## config.mk

```make
export PLATFORM = sky130hd
export DESIGN_NAME = ctrl_pipeline
export DESIGN_NICKNAME = d
export VERILOG_FILES = /design/src/rtl/ctrl_pipeline.sv
export SDC_FILE = /design/constraint.sdc
export NUM_CORES = 1
export LEC_CHECK = 0
export BUFFER_PORTS_ARGS = -buffer_cell sky130_fd_sc_hd__clkbuf_2
export CAP_MARGIN = 20
export CELL_PAD_IN_SITES_DETAIL_PLACEMENT = 1
export CELL_PAD_IN_SITES_GLOBAL_PLACEMENT = 2
export CORE_MARGIN = 8
export CORE_UTILIZATION = 30
export DETAILED_ROUTE_END_ITERATION = 12
export PLACE_DENSITY = 0.77
export SLEW_MARGIN = 10
export SYNTH_ARGS = -nofsm -noshare
export SYNTH_HDL_FRONTEND = slang
export SYNTH_SLANG_ARGS = --single-unit
export TNS_END_PERCENT = 10
```

## constraint.sdc

```tcl
create_clock -name clk -period 2.3 [get_ports clk]
set_input_delay 0 -clock clk [delete_from_list [all_inputs] [get_ports clk]]
set_output_delay 0 -clock clk [all_outputs]
set_load 0.1 [all_outputs]
```

## src/rtl/ctrl_pipeline.sv

```systemverilog
// rtl/ctrl_pipeline.sv - ID decode plus EX/MEM/WB control pipeline with load-use stall, flush and bubble counter
// Optional I-type decode and flush bubble accounting: define CTRL_IMM_EN.
module ctrl_pipeline #(
    parameter int ALU_OP_W = 2,
    parameter int RA_W     = 5,
    parameter int CNT_W    = 16
) (
    input  logic                clk,
    input  logic                rst_n,
    input  logic                id_valid,
    input  logic [6:0]          id_opcode,
    input  logic [RA_W-1:0]     id_rs1,
    input  logic [RA_W-1:0]     id_rs2,
    input  logic [RA_W-1:0]     id_rd,
    input  logic                flush,
    output logic                hazard_stall,
    output logic                id_illegal,
    output logic                ex_valid,
    output logic                ex_alu_src,
    output logic [ALU_OP_W-1:0] ex_alu_op,
    output logic [RA_W-1:0]     ex_rd,
    output logic                mem_valid,
    output logic                mem_branch,
    output logic                mem_read,
    output logic                mem_write,
    output logic [RA_W-1:0]     mem_rd,
    output logic                wb_valid,
    output logic                wb_mem_to_reg,
    output logic                wb_reg_write,
    output logic [RA_W-1:0]     wb_rd,
    output logic [CNT_W-1:0]    bubble_cnt
);

    localparam logic [6:0] OP_R      = 7'b0110011;
    localparam logic [6:0] OP_LOAD   = 7'b0000011;
    localparam logic [6:0] OP_STORE  = 7'b0100011;
    localparam logic [6:0] OP_BRANCH = 7'b1100011;
`ifdef CTRL_IMM_EN
    localparam logic [6:0] OP_IMM    = 7'b0010011;
`endif
    localparam logic [CNT_W-1:0] CNT_MAX = {CNT_W{1'b1}};

    typedef struct packed {
        logic                valid;
        logic                alu_src;
        logic [ALU_OP_W-1:0] alu_op;
        logic                branch;
        logic                mem_read;
        logic                mem_write;
        logic                mem_to_reg;
        logic                reg_write;
        logic [RA_W-1:0]     rd;
    } ex_t;

    typedef struct packed {
        logic                valid;
        logic                branch;
        logic                mem_read;
        logic                mem_write;
        logic                mem_to_reg;
        logic                reg_write;
        logic [RA_W-1:0]     rd;
    } mem_t;

    typedef struct packed {
        logic                valid;
        logic                mem_to_reg;
        logic                reg_write;
        logic [RA_W-1:0]     rd;
    } wb_t;

    ex_t  dec;
    ex_t  ex_q;
    mem_t mem_q;
    wb_t  wb_q;
    logic known;
    logic rs1_used;
    logic rs2_used;

    always_comb begin
        dec      = '0;
        known    = 1'b1;
        rs1_used = 1'b0;
        rs2_used = 1'b0;
        case (id_opcode)
            OP_R: begin
                dec.reg_write = 1'b1;
                dec.alu_op    = ALU_OP_W'(2);
                rs1_used      = 1'b1;
                rs2_used      = 1'b1;
            end
            OP_LOAD: begin
                dec.reg_write  = 1'b1;
                dec.alu_src    = 1'b1;
                dec.mem_read   = 1'b1;
                dec.mem_to_reg = 1'b1;
                rs1_used       = 1'b1;
            end
            OP_STORE: begin
                dec.alu_src   = 1'b1;
                dec.mem_write = 1'b1;
                rs1_used      = 1'b1;
                rs2_used      = 1'b1;
            end
            OP_BRANCH: begin
                dec.alu_op = ALU_OP_W'(1);
                dec.branch = 1'b1;
                rs1_used   = 1'b1;
                rs2_used   = 1'b1;
            end
`ifdef CTRL_IMM_EN
            OP_IMM: begin
                dec.reg_write = 1'b1;
                dec.alu_src   = 1'b1;
                dec.alu_op    = ALU_OP_W'(3);
                rs1_used      = 1'b1;
            end
`endif
            default: known = 1'b0;
        endcase
        // Invalid or undecodable instructions enter EX as a clean bubble.
        if (!id_valid || !known) begin
            dec      = '0;
            rs1_used = 1'b0;
            rs2_used = 1'b0;
        end else begin
            dec.valid = 1'b1;
            dec.rd    = id_rd;
        end
    end

    assign id_illegal   = rst_n & id_valid & ~known;
    assign hazard_stall = rst_n & ~flush & id_valid & ex_q.valid & ex_q.mem_read &
                          (ex_q.rd != '0) &
                          ((rs1_used & (ex_q.rd == id_rs1)) | (rs2_used & (ex_q.rd == id_rs2)));

    always_ff @(posedge clk or negedge rst_n) begin
        if (!rst_n) begin
            ex_q  <= '0;
            mem_q <= '0;
            wb_q  <= '0;
        end else begin
            wb_q <= '{valid: mem_q.valid, mem_to_reg: mem_q.mem_to_reg,
                      reg_write: mem_q.reg_write, rd: mem_q.rd};
            if (flush) begin
                ex_q  <= '0;
                mem_q <= '0;
            end else begin
                mem_q <= '{valid: ex_q.valid, branch: ex_q.branch, mem_read: ex_q.mem_read,
                           mem_write: ex_q.mem_write, mem_to_reg: ex_q.mem_to_reg,
                           reg_write: ex_q.reg_write, rd: ex_q.rd};
                ex_q  <= hazard_stall ? '0 : dec;
            end
        end
    end

    // Stall and flush are mutually exclusive because flush masks hazard_stall.
    always_ff @(posedge clk or negedge rst_n) begin
        if (!rst_n) begin
            bubble_cnt <= '0;
        end else if (hazard_stall) begin
            if (bubble_cnt != CNT_MAX) bubble_cnt <= bubble_cnt + CNT_W'(1);
`ifdef CTRL_IMM_EN
        end else if (flush) begin
            bubble_cnt <= (bubble_cnt >= CNT_MAX - CNT_W'(1)) ? CNT_MAX : bubble_cnt + CNT_W'(2);
`endif
        end
    end

    assign ex_valid      = ex_q.valid;
    assign ex_alu_src    = ex_q.alu_src;
    assign ex_alu_op     = ex_q.alu_op;
    assign ex_rd         = ex_q.rd;
    assign mem_valid     = mem_q.valid;
    assign mem_branch    = mem_q.branch;
    assign mem_read      = mem_q.mem_read;
    assign mem_write     = mem_q.mem_write;
    assign mem_rd        = mem_q.rd;
    assign wb_valid      = wb_q.valid;
    assign wb_mem_to_reg = wb_q.mem_to_reg;
    assign wb_reg_write  = wb_q.reg_write;
    assign wb_rd         = wb_q.rd;

endmodule

```

==> impl_metrics.json <==
{
  "status": "complete, no violations",
  "rsz0062_at_grt": "false",
  "crit_chain": "or4_1 > o211ai_1 > nor3_1 > nand2_2 > clkinvlp_4 > nor3b_2 > and3_1",
  "fp.dieW_um": 97.9,
  "ctsRootBufferMaster": "clkbuf_8",
  "post-cts-setup-buffers": 0,
  "gp_congestion": 0.736,
  "synth_area_per_cell_um2": 11.5,
  "drt_iter0_markers": 46,
  "layout-drive-gt1-share_pct": 37.1,
  "netlist-cell-type-count": 32,
  "pre_cts_ws_ns": 0.209,
  "portBuffers": 69,
  "first_pass_iters": 4,
  "cpPeakStageDelay_ns": 0.52,
  "cts_max_level": 2,
  "hp-start": "flush",
  "critPathCaptureType": "flip-flop",
  "netlist.area_leader.share_pct": 57.2,
  "vias_per_cell": 4.55,
  "fin_skew_ns": 0.0139,
  "final_antenna_net_count": 0,
  "gr-usage-all-layers_pct": 11.4,
  "largest_register_ffs": 16,
  "clockBufferDepth": 2,
  "clk_pin_slew_ns": 0.09,
  "r2r_end": "ex_rd[1]",
  "clkSinkCount": 46,
  "grt_pass1_wl_um": 8750,
  "hpwl_um": 3960,
  "synth-edff-count": 0,
  "ios": 70,
  "grt_pass1_vias": 1639,
  "start_kind": "flip-flop",
  "cts_hold_buf": 9,
  "p_leak_nw": 1.37,
  "synth_largest_area_cell": "dfrtp_1",
  "wirelength_um": 5180,
  "period_share_pct": 90.6,
  "seqPwrFrac_pct": 52.5,
  "vias": 1507,
  "slew_headroom_pct": 61.6,
  "crit_arrival_ns": 2.33,
  "critical-path-slowest-cell": "or4_1",
  "async_flop_share_pct": 100,
  "timing.final.ws_setup_ns": 0.216,
  "insertion_delay_ns": 0.31,
  "ir_worst_vdd_uv": 243,
  "fillers": 761,
  "pwr-share-comb_pct": 6.8,
  "reg2reg_depth": 7,
  "initial_utilization_pct": 30.3,
  "power_switching_w": 0.000362,
  "yosysSeqAreaShare_pct": 57.2,
  "report.final.slew_viol_count": 0,
  "largest_register": "bubble_cnt",
  "setup_viol": 0,
  "cts_tree": "yes",
  "ys_ff_latch": 46,
  "place_inst": 314,
  "worstPathMaxFanout": 7,
  "min_path_type": "in2reg",
  "diodes": 0,
  "wl_per_cell_um": 15.7,
  "synth.area.top_cells": "dfrtp_1 (57%), xnor2_1 (5.7%), xor2_1 (5.7%), buf_4 (4.5%), nor2b_1 (3.1%)",
  "netlist_area_um2": 2010,
  "powerDensity_nw_per_um2": 590,
  "die_area_um2": 9580,
  "crit_required_ns": 2.55,
  "coreArea_um2": 6640,
  "worst-r2r-setup-slack_ns": 0.22,
  "worst_slew_pin_slew_ns": 0.577,
  "maxCapViolCount": 0,
  "drc": 0,
  "synthCells": 175,
  "worstSetupPathType": "reg2reg",
  "placementRows": 30,
  "nets": 277,
  "grt_max_degree": 47,
  "synth_fp_nets": 202,
  "ys_warn_count": 0,
  "hold_depth": 2,
  "cts_buffers": 5,
  "p_clk_share_pct": 40.7,
  "fmax_mhz": 480,
  "hold_viol": 0,
  "ys.flop_type": "dfrtp_1",
  "cts.repair.resized": 0,
  "power_w": 0.00154,
  "die_y_um": 97.9,
  "r2r-start": "ex_rd[1]",
  "hold_end": "mem_rd[0]",
  "overflow": 0,
  "syn2layout_area_growth_pct": 30.1,
  "min_period_ns": 2.08,
  "grt_antenna_before_repair": 0,
  "internal-power_w": 0.00118,
  "swShare_pct": 23.4,
  "final_cells": 331
}
-- layout make-up --
| type | count | area, µm² | share of cell area, % |
|---|---|---|---|
| inverters | 6 | 26.3 | 1.00 |
| multi-input cells | 107 | 724 | 27.7 |
| clock inverters | 3 | 48.8 | 1.87 |
| flip-flops and latches | 46 | 1150 | 44.0 |
| repair buffers | 84 | 495 | 18.9 |
| well taps | 80 | 100 | 3.83 |
| clock buffers | 5 | 68.8 | 2.63 |
-- metal layers --
| layer | vias up | share of wire [%] | global-route usage (%) | wire, µm |
|---|---|---|---|---|
| met5 | - | 0 | 0 | 0 |
| met4 | 0 | 1.4 | 4.56 | 73 |
| met3 | 7 | 6.3 | 3.77 | 326 |
| met2 | 42 | 50 | 18.6 | 2570 |
| met1 | 732 | 43 | 13.6 | 2210 |
| li1 | 726 | - | - | - |
-- synthesized netlist by cell type (2+ instances only) --
| library cell | count |
|---|---|
| and3_1 | 6 |
| buf_4 | 12 |
| buf_6 | 2 |
| clkbuf_1 | 2 |
| dfrtp_1 | 46 |
| inv_1 | 6 |
| nand2_1 | 13 |
| nand3_1 | 5 |
| nand4_1 | 5 |
| nor2_1 | 8 |
| nor2b_1 | 10 |
| nor3_1 | 9 |
| nor4_1 | 8 |
| xnor2_1 | 13 |
| xor2_1 | 13 |
-- layout by cell type (no fill, tap or decap) --
cell            n
or4_2           1
and3_1          6
nor3b_2         1
or4_1           1
nor3_1          9
buf_12          1
dfrtp_2         1
nand3b_1        1
buf_4           6
or3_4           1
xor2_1         13
dlygate4sd3_1   9
bufinv_16       1
and4b_1         1
mux2_2          1
xnor2_1        13
a21boi_0        1
o211ai_1        1
nand2_1        12
o22ai_2         1
nor4_1          8
ha_1            1
maj3_1          1
nand4bb_1       1
and4_1          1
nand4_1         5
nor2b_1        10
clkinvlp_4      2
inv_1           5
inv_8           1
clkbuf_8        5
nand2_2         2
nor2_1          8
dfrtp_1        45
nor4_2          1
nand3_1         5
nand2b_1        1
clkbuf_2       68
-- metrics by stage --
stage	cell area [µm²]	hold WS, ns	TNS, ns	utilization (%)
2_1_floorplan	2020	-0.296	-0.378	-
3_3_place_gp	2410	0.237	0	36.3
3_5_place_dp	2410	0.238	0	36.3
4_1_cts	2620	0.0652	0	39.4
5_1_grt	2620	0.0681	0	39.4
6_report	2620	0.0699	0	39.4
-- critical path: cells and delay by family, from the launching register on --
family / cells / cell delay (ns)
buffers and inverters: 1 / 0.20
flip-flops: 1 / 0.38
AO/OA/AOI/OAI: 1 / 0.17
AND/OR/NAND/NOR: 5 / 1.28
-- power groups by stage --
| stage | Combinational (W) | Clock, W | Sequential, W |
|---|---|---|---|
| 2_1_floorplan | 0.0000395 | 0 | 0.000830 |
| 3_3_place_gp | 0.0000942 | 0 | 0.000826 |
| 6_report | 0.000105 | 0.000628 | 0.000810 |
| 4_1_cts | 0.000108 | 0.000648 | 0.000810 |
| 3_5_place_dp | 0.0000954 | 0 | 0.000826 |
| 5_1_grt | 0.000117 | 0.000679 | 0.000810 |
-- cells by family (layout without fill, tap and decap cells) --
kind of cell	Yosys count	in the layout	synth area share, %
muxes	1	1	0.560
buffers and inverters	22	98	7.09
adders and majority gates	2	2	1.12
and+or+nand+nor	75	75	21.3
DFF	46	46	57.2
AOI/OAI and AO/OA	3	3	1.37
xor gates and xnor gates	26	26	11.3
-- worst max-delay path by stage --
stage               slack, ns  startpoint             end
finish                   0.22    ex_rd[1]        ex_rd[1]
CTS                      0.19    ex_rd[1]        ex_rd[1]
global route             0.07    ex_rd[1]        ex_rd[3]
floorplan               -0.10    ex_rd[1]  bubble_cnt[10]
global placement         0.25    ex_rd[1]        ex_rd[1]
detailed placement       0.21    ex_rd[1]        ex_rd[1]
Note: power is estimated with default switching activity, not from simulation.
